<file path="src/rtl/mac_neuron.sv">
// mac_neuron: signed 8.8 multiply-accumulate over N_INPUTS pairs plus bias,
// rounded toward -inf and saturated back to 8.8 for the sigmoid stage.
module mac_neuron #(
    parameter int N_INPUTS = 16
) (
    input  logic        clk,
    input  logic        reset,
    input  logic        start,
    input  logic [15:0] bias,
    input  logic        in_valid,
    input  logic [15:0] x_in,
    input  logic [15:0] w_in,
    output logic        in_ready,
    output logic        busy,
    output logic        done,
    output logic [15:0] mac_out
);
    localparam int CW = (N_INPUTS > 1) ? $clog2(N_INPUTS) : 1;
    localparam int AW = 32 + $clog2(N_INPUTS) + 1;
    localparam int RW = AW - 8;
    localparam logic [CW-1:0] LAST = CW'(N_INPUTS - 1);

    typedef enum logic [1:0] {IDLE, ACCUM, SAT} state_e;

    state_e               state_q;
    logic signed [AW-1:0] acc_q;
    logic [CW-1:0]        cnt_q;
    logic                 done_q;
    logic [15:0]          mac_q;
    logic signed [31:0]   prod;
    logic signed [RW-1:0] res;
    logic [15:0]          sat_d;
    logic                 unused_lsb;

    assign prod = $signed(x_in) * $signed(w_in);
    assign res = acc_q[AW-1:8];
    assign unused_lsb = ^acc_q[7:0];
    // fits in 8.8 only when every bit from 15 upward equals the sign bit
    assign sat_d = (&res[RW-1:15] || ~|res[RW-1:15]) ? res[15:0]
                 : (res[RW-1] ? 16'h8000 : 16'h7FFF);

    always_ff @(posedge clk) begin
        if (reset) begin
            state_q <= IDLE;
            acc_q   <= '0;
            cnt_q   <= '0;
            done_q  <= 1'b0;
            mac_q   <= 16'h0000;
        end else begin
            done_q <= 1'b0;
            case (state_q)
                IDLE: if (start) begin
                    acc_q   <= AW'($signed(bias)) <<< 8;
                    cnt_q   <= '0;
                    state_q <= ACCUM;
                end
                ACCUM: if (in_valid) begin
                    acc_q   <= acc_q + AW'(prod);
                    cnt_q   <= cnt_q + CW'(1);
                    state_q <= (cnt_q == LAST) ? SAT : ACCUM;
                end
                SAT: begin
                    mac_q   <= sat_d;
                    done_q  <= 1'b1;
                    state_q <= IDLE;
                end
                default: state_q <= IDLE;
            endcase
        end
    end

    assign in_ready = (state_q == ACCUM);
    assign busy     = (state_q != IDLE);
    assign done     = done_q;
    assign mac_out  = mac_q;
endmodule

</file>
<file path="config.mk">
export PLATFORM = sky130hd
export DESIGN_NAME = mac_neuron
export DESIGN_NICKNAME = d
export VERILOG_FILES = /design/src/rtl/mac_neuron.sv
export SDC_FILE = /design/constraint.sdc
export NUM_CORES = 1
export LEC_CHECK = 0
export ABC_CLOCK_PERIOD_IN_PS = 12800
export BUFFER_PORTS_ARGS = -buffer_cell sky130_fd_sc_hd__buf_2
export CAP_MARGIN = 20
export CELL_PAD_IN_SITES_DETAIL_PLACEMENT = 0
export CELL_PAD_IN_SITES_GLOBAL_PLACEMENT = 1
export CORE_UTILIZATION = 50
export CTS_CLUSTER_SIZE = 12
export DETAILED_ROUTE_END_ITERATION = 6
export GPL_TIMING_DRIVEN = 0
export HOLD_SLACK_MARGIN = 0.02
export PLACE_DENSITY = 0.88
export SLEW_MARGIN = 15
export SYNTH_ARGS = -nofsm -noshare
export SYNTH_HDL_FRONTEND = slang
export SYNTH_SLANG_ARGS = --single-unit
</file>
<file path="constraint.sdc">
create_clock -name clk -period 12.8 [get_ports clk]
set_input_delay 0.64 -clock clk [delete_from_list [all_inputs] [get_ports clk]]
set_output_delay 0.64 -clock clk [all_outputs]
set_load 0.02 [all_outputs]
</file>
==> summary.txt <==
Outcome
  – Status: finished, final reports clean

Route
  – Routed vias/inst: 5.36
  – Post-DRT Antenna Nets: 0
  – Number of remaining DRC errors: 0
  – WL per Instance: between 15 and 20 um
  – DR iter-0 viols: 683
  – DRT Pass-1 Iters: 5
  – Final wirelength: 35.6 mm
  – Vias: 10,700

Floorplanning
  – Die Y: roughly 170 um
  – Total core area: around 28,000 um^2
  – Row count: 61
  – Chip Width: ~170 um
  – Starting density of the core: 0.510
  – Die area: between 20,000 and 30,000 um^2
  – # IOs: 71

Synth
  – Area fraction of the dominant cell type after synthesis: 0.448
  – Gate Count Post-Synth: ~1,500
  – Asr flop ratio synth: 0
  – Yosys warnings: 0
  – Cell taking the most area after synthesis: fa_1
  – EDFF count, synth: 0
  – Post-synth top flop: dfxtp_1
  – Distinct cells, synth: slightly below 70
  – Seq/Total Area, Yosys: 0.0846
  – Top cells by area, synth: fa_1 (45%), ha_1 (9.7%), inv_1 (9.3%), dfxtp_1 (8.5%), and2_1 (5.0%)
  – Syn Std Cell Area: 14,200 um^2
  – Post-synthesis net count: 2,020
  – Syn_area_per_cell: just over 9 um^2
  – Count of state elements after synthesis: 60

Clock tree
  – CTS tree: done
  – H-tree depth: 3
  – Sink Count: 60
  – Clock slew at reported path FFs: about 0.05 ns
  – Cts hold-fix bufs: 0
  – Setup Buffers After CTS: 0
  – CTS buffer count: 9
  – Post-cts resize count: 0
  – CTS Buffer Depth: 2
  – Clock latency on the worst-skew pair: between 0.3 and 0.4 ns
  – Root buf cell: clkbuf_16

Worst setup path
  – Critical Path RT: 12.99 ns
  – CP max FO: 10
  – Critical path launch point type: primary input
  – Setup Crit Path Kind: primary input to flop
  – Critical path arrival: 7.55 ns
  – Worst Setup End Kind: flop

Placed design
  – Placer congestion estimate: roughly 0.88
  – DP Wirelength: between 30 and 40 mm
  – Cell Area, Placed: roughly 15,000 um^2
  – # port buffers: 69

Cells and area
  – ANT cells: 0
  – Final Instance Area: about 15,000 um^2
  – Final nets: approximately 2,100
  – Commonest non-fill, non-tap cell in the layout: inv_1
  – Share of layout cells above drive strength 1: 0.0628
  – Area Growth Syn to Fin: 7.62%
  – Most frequent cells in the layout: inv_1 (353), fa_1 (318), nand2_1 (154), and2_1 (113), ha_1 (110)

Timing
  – Unrepaired setup endpoints after global routing: no
  – Final Hold Vio Count: 0
  – Max_slew headroom: 0.278
  – Setup TNS: 0 ns
  – Pins Over Slew Limit: 0
  – Fin crit share: 0.575
  – Fin crit period: 7.36 ns
  – F_max: roughly 140 MHz
  – Worst-Margin Slew: between 1 and 1.5 ns
  – Worst Skew: ~0.0062 ns
  – Final Setup Violations: 0

Min path
  – Worst hold-check path type: flop to flop

Global routing
  – First-pass GRT wire length: around 58 mm
  – Initial antenna violation count: 0
  – GRT Util Overall: 0.263
  – Largest net degree at the start of global routing: 21
  – Vias in the first global route: around 11,000
  – Grt total ovfl: 0

Run
  – Max-cap violations: 0
[Yosys cell counts (all sizes together), types with 2 or more instances]
cell type and number:
inv 353, fa 318, nand2 154, and2 115
ha 110, nor2 84, dfxtp 60, clkbuf 59
a21oi 46, xnor2 25, nand2b 20, a311oi 16
o21ai 15, xor2 14, a222oi 12, a21o 11
a22oi 11, nand3 11, o22ai 11, nand4 9
a31oi 8, nor3 8, nor2b 7, a211oi 6
buf 5, a221oi 4, o211ai 4, a211o 3
a31o 3, and3 3, nor4 3, o2111ai 3
o21bai 3, o31ai 3, a2111oi 2, a21boi 2
a221o 2, nand4b 2, nor3b 2, o21a 2
[per-layer routing]
metal	GRT usage	up-vias	wire [um]
li1	-	4896	-
met1	0.345	5521	14400
met2	0.465	272	18700
met3	0.0287	57	1730
met4	0.0619	0	852
met5	0	-	0
[critical path, cell delays in order]
cell	delay (ns)
buf_2	0.21
clkbuf_1	0.45
nand2_1	0.24
fa_1	0.63
inv_1	0.06
fa_1	0.77
inv_1	0.12
fa_1	0.53
inv_1	0.21
fa_1	0.46
fa_1	0.49
inv_1	0.05
fa_1	0.47
inv_1	0.04
ha_1	0.26
clkbuf_1	0.34
and4_1	0.36
nand3_1	0.14
nor2_1	0.20
o311ai_2	0.16
o2111ai_1	0.22
a31oi_1	0.15
xor2_1	0.23
o22ai_1	0.10
[metrics by stage]
stage	util	worst slack, ns	cells	hold slack (ns)
global placement	0.539	5.23	1987	0.444
detailed placement	0.539	5.11	1987	0.445
floorplan	-	6.31	1540	0.436
finish	0.549	5.44	2003	0.452
CTS	0.549	5.45	2003	0.452
global route	0.549	5.02	2003	0.476
[registers in the layout, summed over array words and instances (netlist names)]
name,cells
acc_q,37
mac_out,16
cnt_q,4
state_q,2
done,1
[final timing paths]
path	cells past startpoint	to	slack, ns	startpoint
worst max-delay path	24	acc_q[33]	5.44	w_in[4]
worst min-delay path	2	mac_out[15]	0.45	mac_out[15]
worst max register to register	18	acc_q[34]	7.40	acc_q[15]
worst min register to register	2	mac_out[15]	0.45	mac_out[15]
[final cells by class]
cell class	count	area, um^2
Fill cell	2573	12600
Multi-Input combinational cell	1063	11400
Inverter	353	1330
Sequential cell	60	1200
Tap cell	378	473
Timing Repair Buffer	69	345
Clock buffer	14	254
Buffer	64	253
Clock inverter	2	10.0
[cells by family after synthesis]
family | synth area share
xor gates and xnor gates | 0.0240
adders and majority gates | 0.545
DFF | 0.0846
and+or+nand+nor | 0.144
muxes | 0.000793
buffers and inverters | 0.111
AOI/OAI and AO/OA | 0.0902
Power is not shown: default switching activity piles up to over one toggle a cycle in this logic, so the estimate is an artifact.
